$ cat config.mk
export PLATFORM = sky130hd
export DESIGN_NAME = result_drain
export DESIGN_NICKNAME = d
export VERILOG_FILES = /design/src/rtl/result_pkg.sv /design/src/rtl/result_byte_sel.sv /design/src/rtl/result_drain.sv
export SDC_FILE = /design/constraint.sdc
export NUM_CORES = 2
export LEC_CHECK = 0
export CAP_MARGIN = 20
export CORE_AREA = 2 2 600 602
export CTS_BUF_LIST = sky130_fd_sc_hd__clkbuf_8
export CTS_CLUSTER_DIAMETER = 30
export DETAILED_ROUTE_END_ITERATION = 8
export DIE_AREA = 0 0 602 604
export HOLD_SLACK_MARGIN = 0.1
export SLEW_MARGIN = 25
export SYNTH_ARGS = -nofsm -noshare
export SYNTH_HDL_FRONTEND = slang
export SYNTH_SLANG_ARGS = --single-unit
$ cat constraint.sdc
create_clock -name clk -period 4.45 [get_ports clk]
set_clock_uncertainty 0.15 [all_clocks]
set_input_delay 0.6675 -clock clk [delete_from_list [all_inputs] [get_ports clk]]
set_output_delay 0.6675 -clock clk [all_outputs]
set_load 0.02 [all_outputs]
$ cat src/rtl/result_pkg.sv
// Shared constants for the result drain: header byte, FSM encoding and default frame geometry.
package result_pkg;

    localparam logic [7:0] HDR_BYTE = 8'hA5;

    localparam int DEF_ROWS  = 8;
    localparam int DEF_COLS  = 8;
    localparam int DEF_ACC_W = 24;

    localparam int BYTES_PER_PE     = DEF_ACC_W / 8;
    localparam int FRAME_DATA_BYTES = DEF_ROWS * DEF_COLS * BYTES_PER_PE;

    localparam logic [2:0] ST_IDLE = 3'd0;
    localparam logic [2:0] ST_HDR  = 3'd1;
    localparam logic [2:0] ST_DATA = 3'd2;
    localparam logic [2:0] ST_CSUM = 3'd3;
    localparam logic [2:0] ST_FIN  = 3'd4;

    typedef enum logic [2:0] {
        S_IDLE = ST_IDLE,
        S_HDR  = ST_HDR,
        S_DATA = ST_DATA,
        S_CSUM = ST_CSUM,
        S_FIN  = ST_FIN
    } state_t;

endpackage

$ cat src/rtl/result_byte_sel.sv
// Picks one byte of the accumulator snapshot: PE idx, byte byte_idx counted from the MSB.
module result_byte_sel #(
    parameter int ROWS   = 8,
    parameter int COLS   = 8,
    parameter int ACC_W  = 24,
    parameter int IDX_W  = 6,
    parameter int BYTE_W = 2
) (
    input  logic [ROWS*COLS*ACC_W-1:0] snap,
    input  logic [IDX_W-1:0]           idx,
    input  logic [BYTE_W-1:0]          byte_idx,
    output logic [7:0]                 value
);

    localparam int SEL_W = $clog2(ROWS * COLS * ACC_W);

    logic [SEL_W-1:0] base_s;

    // Top bit of the selected byte within the flattened snapshot
    always_comb begin
        base_s = SEL_W'(int'(idx) * ACC_W + ACC_W - 1 - 8 * int'(byte_idx));
        value  = snap[base_s -: 8];
    end

endmodule

$ cat src/rtl/result_drain.sv
// Snapshots the PE accumulator bus on a compute_done rise and streams it as a byte frame.
// Optional trailing checksum byte when RESULT_DRAIN_CHECKSUM_EN is defined.
module result_drain
    import result_pkg::*;
#(
    parameter int         ROWS  = DEF_ROWS,
    parameter int         COLS  = DEF_COLS,
    parameter int         ACC_W = DEF_ACC_W,
    parameter logic [7:0] HDR   = HDR_BYTE
) (
    input  logic                       clk,
    input  logic                       reset,
    input  logic                       compute_done,
    input  logic [ROWS*COLS*ACC_W-1:0] pe_register_vals,
    output logic [7:0]                 out_byte,
    output logic                       out_valid,
    input  logic                       out_ready,
    output logic                       busy,
    output logic                       frame_done
);

    localparam int NPE    = ROWS * COLS;
    localparam int BPP    = ACC_W / 8;
    localparam int IDX_W  = (NPE > 1) ? $clog2(NPE) : 1;
    localparam int BYTE_W = (BPP > 1) ? $clog2(BPP) : 1;

    state_t                     state_r;
    logic                       cd_q_r;
    logic [ROWS*COLS*ACC_W-1:0] snap_r;
    logic [IDX_W-1:0]           idx_r;
    logic [BYTE_W-1:0]          byte_r;
    logic [7:0]                 out_byte_r;
    logic                       out_valid_r;
    logic                       busy_r;
    logic                       frame_done_r;
`ifdef RESULT_DRAIN_CHECKSUM_EN
    logic [7:0]                 csum_r;
`endif

    logic              start_s;
    logic              xfer_s;
    logic              last_s;
    logic [IDX_W-1:0]  next_idx_s;
    logic [BYTE_W-1:0] next_byte_s;
    logic [7:0]        sel_byte_s;

    assign start_s = compute_done & ~cd_q_r;
    assign xfer_s  = out_valid_r & out_ready;
    assign last_s  = (idx_r == IDX_W'(NPE - 1)) && (byte_r == BYTE_W'(BPP - 1));

    assign out_byte   = out_byte_r;
    assign out_valid  = out_valid_r;
    assign busy       = busy_r;
    assign frame_done = frame_done_r;

    // Position of the byte that follows the one currently presented
    always_comb begin
        next_idx_s  = idx_r;
        next_byte_s = byte_r;
        if (state_r == S_HDR) begin
            next_idx_s  = '0;
            next_byte_s = '0;
        end else if (byte_r == BYTE_W'(BPP - 1)) begin
            next_idx_s  = idx_r + IDX_W'(1);
            next_byte_s = '0;
        end else begin
            next_byte_s = byte_r + BYTE_W'(1);
        end
    end

    result_byte_sel #(
        .ROWS   (ROWS),
        .COLS   (COLS),
        .ACC_W  (ACC_W),
        .IDX_W  (IDX_W),
        .BYTE_W (BYTE_W)
    ) u_byte_sel (
        .snap     (snap_r),
        .idx      (next_idx_s),
        .byte_idx (next_byte_s),
        .value    (sel_byte_s)
    );

    // Frame sequencer: edge detect, snapshot, counters, checksum and registered outputs
    always_ff @(posedge clk) begin
        if (reset) begin
            state_r      <= S_IDLE;
            cd_q_r       <= 1'b0;
            snap_r       <= '0;
            idx_r        <= '0;
            byte_r       <= '0;
            out_byte_r   <= 8'h00;
            out_valid_r  <= 1'b0;
            busy_r       <= 1'b0;
            frame_done_r <= 1'b0;
`ifdef RESULT_DRAIN_CHECKSUM_EN
            csum_r       <= 8'h00;
`endif
        end else begin
            cd_q_r <= compute_done;
            case (state_r)
                S_IDLE: begin
                    frame_done_r <= 1'b0;
                    if (start_s) begin
                        snap_r      <= pe_register_vals;
                        out_byte_r  <= HDR;
                        out_valid_r <= 1'b1;
                        busy_r      <= 1'b1;
`ifdef RESULT_DRAIN_CHECKSUM_EN
                        csum_r      <= 8'h00;
`endif
                        state_r     <= S_HDR;
                    end else begin
                        state_r <= S_IDLE;
                    end
                end
                S_HDR: begin
                    if (xfer_s) begin
                        idx_r      <= next_idx_s;
                        byte_r     <= next_byte_s;
                        out_byte_r <= sel_byte_s;
                        state_r    <= S_DATA;
                    end else begin
                        state_r <= S_HDR;
                    end
                end
                S_DATA: begin
                    if (xfer_s) begin
`ifdef RESULT_DRAIN_CHECKSUM_EN
                        csum_r <= csum_r + out_byte_r;
`endif
                        if (last_s) begin
`ifdef RESULT_DRAIN_CHECKSUM_EN
                            // Present the sum including the byte being accepted now
                            out_byte_r   <= csum_r + out_byte_r;
                            state_r      <= S_CSUM;
`else
                            out_valid_r  <= 1'b0;
                            busy_r       <= 1'b0;
                            frame_done_r <= 1'b1;
                            state_r      <= S_FIN;
`endif
                        end else begin
                            idx_r      <= next_idx_s;
                            byte_r     <= next_byte_s;
                            out_byte_r <= sel_byte_s;
                        end
                    end else begin
                        state_r <= S_DATA;
                    end
                end
`ifdef RESULT_DRAIN_CHECKSUM_EN
                S_CSUM: begin
                    if (xfer_s) begin
                        out_valid_r  <= 1'b0;
                        busy_r       <= 1'b0;
                        frame_done_r <= 1'b1;
                        state_r      <= S_FIN;
                    end else begin
                        state_r <= S_CSUM;
                    end
                end
`endif
                S_FIN: begin
                    frame_done_r <= 1'b0;
                    state_r      <= S_IDLE;
                end
                default: begin
                    out_valid_r  <= 1'b0;
                    busy_r       <= 1'b0;
                    frame_done_r <= 1'b0;
                    state_r      <= S_IDLE;
                end
            endcase
        end
    end

endmodule
=== After elaboration in Yosys (flattened, before gate mapping) ===
Cells that the tools add are included.

* Register bits after elaboration: 1558
* Bits of input ports: 1540
* Output and inout port bits: 11
* Word-level logic and storage cells: 70

* Add/subtract/negate cells: 5
* Multiply operators: 1
* Equal/unequal tests: 11
* Shifts and indexed selects: 1
* Mux-type cells: 29
* Bitwise gates (word level): 5
* Reduce and logical (&&, ||, !) cells: 10

{| class="wikitable"
|+ Operator list
! kind !! number
|-
| $shiftx 1543x12->8 || 1
|-
| $mux 8 || 4
|-
| $mux 6 || 5
|-
| $pmux 8 s3 || 1
|-
| $mux 2 || 6
|-
| $pmux 6 s2 || 1
|-
| $add 11x6->11 const B || 1
|-
| $sub 11x2->11 const B || 1
|-
| $sub 11x6->11 || 1
|-
| $ne 2x2->1 const B || 5
|-
| $pmux 3 s3 || 1
|-
| $mul 6x2->8 const B || 1
|-
| $reduce_and 4->1 || 2
|-
| $add 6x1->6 const B || 1
|-
| $eq 6x6->1 const B || 1
|-
| $mux 1 || 6
|-
| $mux 3 || 2
|-
| $reduce_and 5->1 || 1
|-
| $pmux 2 s2 || 1
|-
| $eq 3x1->1 const B || 1
|-
| $eq 3x2->1 const B || 1
|-
| $eq 3x3->1 const B || 1
|-
| $logic_not 3->1 || 1
|-
| $ne 3x3->1 const B || 1
|-
| other kinds (12) || 15
|}

=== Longest topological paths before layout ===
* Depth after elaboration: 11
* Mapped depth: 21
* Depth with buffers taken out: 18

=== Cells and area by module ===
A second synthesis with hierarchy kept.

* Cells, all modules: 7878
* Area, all modules: 66761.5 sq um

{| class="wikitable"
|+ By module, submodules not included
! module !! times used !! cells an instance !! area an instance (sq um) !! sequential area each (sq um)
|-
| result_drain || 1 || 6788 || 53263.6 || 31189.9
|-
| result_byte_sel || 1 || 1090 || 13497.9 || 0.0
|}

=== Worst setup path before layout ===
OpenSTA, ideal clock, no wires.

* Path kind: flip-flop to flip-flop
* Start point: register byte_r[1]
* End point: register out_byte_r[1] (netlist: out_byte[1])
* Library setup time: 120 ps
* Data arrival time: 4442 ps
* Required time: 4180 ps
* Setup slack: -262 ps
* Cell stages (with the launch flop): 20
* Buffers on the path: 5
* Clock period less this slack: 4712 ps
* Cell sequence: dfxtp_1 nor2b_1 mux2i_1 nor2_1 ha_1 inv_1 ha_1 inv_1 ha_1 fa_1 buf_4 buf_4 buf_4 buf_2 buf_2 mux4_2 mux2_2 o211ai_2 a21oi_1 a211o_1

* Longest elaborated chain between the ends: 11

{| class="wikitable"
|+ Ends and longest elaborated chain
! what !! RTL line !! source
|-
| start: declaration || result_drain.sv:31 || <nowiki>logic [BYTE_W-1:0] byte_r;</nowiki>
|-
| start signal: assignment || result_drain.sv:120 || <nowiki>byte_r <= next_byte_s;</nowiki>
|-
| start signal: assignment || result_drain.sv:145 || <nowiki>byte_r <= next_byte_s;</nowiki>
|-
| $eq 2x2->1 * || result_drain.sv:63 || <nowiki>end else if (byte_r == BYTE_W'(BPP - 1)) begin</nowiki>
|-
| $mux 6 * || result_drain.sv:63 ||
|-
| $mux 6 * || result_drain.sv:60 || <nowiki>if (state_r == S_HDR) begin</nowiki>
|-
| named net next_idx_s[1] || result_drain.sv:43 || <nowiki>logic [IDX_W-1:0] next_idx_s;</nowiki>
|-
| $mul 6x2->8 * || result_byte_sel.sv:21 || <nowiki>base_s = SEL_W'(int'(idx) * ACC_W + ACC_W - 1 - 8 * int'(byte_idx));</nowiki>
|-
| $add 11x6->11 * || result_byte_sel.sv:21 ||
|-
| $sub 11x2->11 * || result_byte_sel.sv:21 ||
|-
| $sub 11x6->11 * || result_byte_sel.sv:21 ||
|-
| $shiftx 1543x12->8 * || result_byte_sel.sv:22 || <nowiki>value = snap[base_s -: 8];</nowiki>
|-
| $mux 8 || result_drain.sv:132 || <nowiki>if (last_s) begin</nowiki>
|-
| $mux 8 || result_drain.sv:128 || <nowiki>if (xfer_s) begin</nowiki>
|-
| $pmux 8 s3 * || result_drain.sv:101 || <nowiki>case (state_r)</nowiki>
|-
| end signal: assignment || result_drain.sv:121 || <nowiki>out_byte_r <= sel_byte_s;</nowiki>
|-
| end signal: assignment || result_drain.sv:146 || <nowiki>out_byte_r <= sel_byte_s;</nowiki>
|-
| end: declaration || result_drain.sv:32 || <nowiki>logic [7:0] out_byte_r;</nowiki>
|}

Mark *: on every way through the listed nets, which the timed path passes. The rest lies on a longest branch. The select of a mux whose other input is x is not followed.
A chain may end at the register's enable or synchronous reset.

=== Worst setup path after layout ===
* Start point: register byte_r[1]
* End point: register out_byte_r[6] (netlist: out_byte[6])

Same word-level chain as after synthesis.

==> results.txt <==
Synth top area cells: dfxtp_1 47%, nand2_1 18%, mux4_2 14%
Clock Path Buffers: 4
# IOs: 1,551
First-pass GRT wire length: 515 mm
Overall fraction of global-route tracks in use: 0.195
Outcome: finished with violations
Minimum clock period: 4.98 ns
Final worst path period share: 1.12
Grt ovf: 0
RSZ-0062 raised after global routing: yes
CTS tree: built
Vias: 72.5k
Post-Synth Simple-Gate Area: 0.184
Nets@finish: 12.5k
CP arrival: 5.75 ns
Initial antenna violation count: 173
Max cap viols: 0
Largest family of logic cells by synthesized area: simple AND/OR/NAND/NOR gates
Crit start category: register
Syn-to-layout area delta: 73.7%
Comb power frac: 0.184
Worst path cell trace: nor2b_4 -> mux2i_2 -> nor2_2 -> ha_1 -> inv_2 -> ha_4 -> inv_2 -> ha_4 -> fa_4 -> buf_12 -> mux4_2 -> mux4_2 -> and2b_1 -> a211oi_2 -> a211o_1 -> a21oi_4 -> a211o_1
Pint: 31.6 mW
Clock power share: 0.465
Synthesized Nets: 9,249
Largest net degree at the start of global routing: 181
Sw Share: 0.284
Placed Instances: 13.7k
Worst skew pair latency: 1.03 ns
Cells after synthesis: 7,694
CP max FO: 6
Flop pwr share: 0.351
Top cell type's share of synthesized area: 0.472
Critical path's top delay family: adder cells
Yosys warnings: 0
Fillers: 36.3k
H-tree levels: 5
Slack of the critical path: -0.525 ns
Synth Area in XOR/XNOR: 0.00204
WL final: 373 mm
CP Data Required Time: 5.22 ns
Core box area: 358,000 um2
R2R cell count: 17
Synth Area in Compound Gates: 0.135
Pwr/cell area: 385 nW/um2
Static leakage: 41.7 nW
Mux cell area share after synthesis: 0.162
Syn Std Cell Area: 66,100 um2
Netlist cell types: 64
Worst hold slack: 0.227 ns
Ys flop type: dfxtp_1
Failing checks: negative setup slack
Cell taking the most area after synthesis: dfxtp_1
Switch Pwr: 12.6 mW
Final setup viols: 8
GP Congestion: 0.920
Final TNS setup: -2.63 ns
Worst path bufs/invs: 3
Min-delay worst type: primary input to register
Routed WL per cell: 23.2 um
Clock buffer count from CTS: 380
CP endpoint kind: register
Num Clock Sinks: 1,558
Number of core rows: 220
Buffers on Ports: 1,550
Post-synth EDFFs: 0
Drt first pass iters: 7
CP max stage delay: 0.85 ns
Die area: 364,000 um2
Most common cell after layout, fill and taps aside: nand2_1
Hold path cells: 3
Slowest library cell on the worst path: fa_4
Most frequent cells in the layout: 3,094 x nand2_1, 1,554 x dfxtp_1, 1,549 x clkdlybuf4s50_1
Die X: 602 um
CTS clock-pin slew for the worst setup and hold paths: 0.05 ns
Total power: 44.2 mW
HPWL after detailed placement: 275 mm
# DRC: 0
Vias in the first global route: 72.6k
VDD IR max: 0.000276 V
Layout cell share with drive strength beyond 1: 0.141
WP depth: 17
Register area share after synthesis: 0.472
Final std cells w/o fill: 16.1k
Fmax: 201 MHz
Relative slew slack: 0.353
Number of DRC markers in iteration 0: 7,028
Routed Antenna Nets: 0
Synth Area in Adders: 0.00307
Async S/R FF share, synth: 0
Vias per inst: 4.50
Die height: 604 um
Starting Density: 0.185
#FFs+latches synth: 1,558
CP Class: register to register
Mean post-synth cell area: 8.59 um2
Clock root buffer: clkbuf_8
Final hold vios: 0
Worst-Margin Slew: 0.970 ns
Final Max Tran Viols: 0
cell type report:
class,count,area [um2],area share
Antenna cell,120,300,0.00262
Clock buffer,445,6120,0.0533
Clock inverter,256,3020,0.0263
Inverter,14,52.6,0.000458
Multi-Input combinational cell,5473,32800,0.286
Sequential cell,1558,31200,0.272
Tap cell,4773,5970,0.0520
Timing Repair Buffer,3479,35300,0.308
per-stage QoR:
step / cell area (um2) / setup WS [ns] / utilization
global route: 115000 / -0.637 / 0.321
finish: 115000 / -0.525 / 0.321
CTS: 114000 / -0.537 / 0.320
floorplan: 66100 / 0.00280 / -
global placement: 88600 / -1.29 / 0.248
detailed placement: 88600 / -1.29 / 0.248
synth_stat cells, drive strengths merged (4+ instances only):
cell	instances
mux2i	123
nor2	42
a21o	4
nor3	7
nand2	3101
nand3	6
a21oi	1549
a211o	8
mux2	8
a221oi	36
nand2b	5
nor2b	19
ha	13
xnor2	7
xor2	5
dfxtp	1558
o21ai	27
inv	14
mux4	417
buf	114
a211oi	29
o211ai	6
a22oi	18
clkbuf	535
power by group through the flow:
stage	Clock, mW	Combinational (mW)	Sequential, mW
after global placement	0	6.56	15.8
after detailed placement	0	6.62	15.8
after CTS	20.9	8.12	15.5
final	20.6	8.12	15.5
after global routing	21.6	8.65	15.6
after floorplan	0	3.23	15.4
per-layer routing:
| layer | routed length, um | GRT usage |
|---|---|---|
| met5 | 323 | 0 |
| met4 | 24300 | 0.119 |
| met3 | 27100 | 0.0399 |
| met2 | 172000 | 0.314 |
| met1 | 150000 | 0.239 |
state kept, by name, summed over array words and instances (netlist names):
signal and cells:
byte_r 2, busy 1, frame_done 1, out_byte 8, snap_r 1536, state_r 3, idx_r 6, cd_q_r 1
timing repair:
action,in CTS,in global routing
pin swaps,44,23
endpoints found under the setup margin,8,8
hold buffers,1515,0
gates resized for setup,166,26
endpoints found under the hold margin,1509,0
gates cloned,9,0
setup buffers,62,3
worst paths after layout:
kind | from | end | slack, ns
setup reg to reg | byte_r[1] | out_byte[6] | -0.53
hold / removal | pe_register_vals[694] | snap_r[694] | 0.23
setup / recovery | byte_r[1] | out_byte[6] | -0.53
hold reg to reg | snap_r[545] | snap_r[545] | 0.30
logic make-up (layout without fill, tap and decap cells):
family / count (synthesis) / after routing
simple gates: 3197 / 3197
xor+xnor: 12 / 12
buf+inv: 663 / 4194
mux: 548 / 548
compound gates: 1701 / 1701
other cells: 0 / 120
flops: 1558 / 1558
fa+ha+maj: 15 / 15
tightest hold or removal path: cells and delay by family:
family | cells | cell delay (ns)
buffers and inverters | 1 | 0.52
AND/OR/NAND/NOR | 1 | 0.11
AO/OA/AOI/OAI | 1 | 0.06
(Power assumes the default switching activity.)
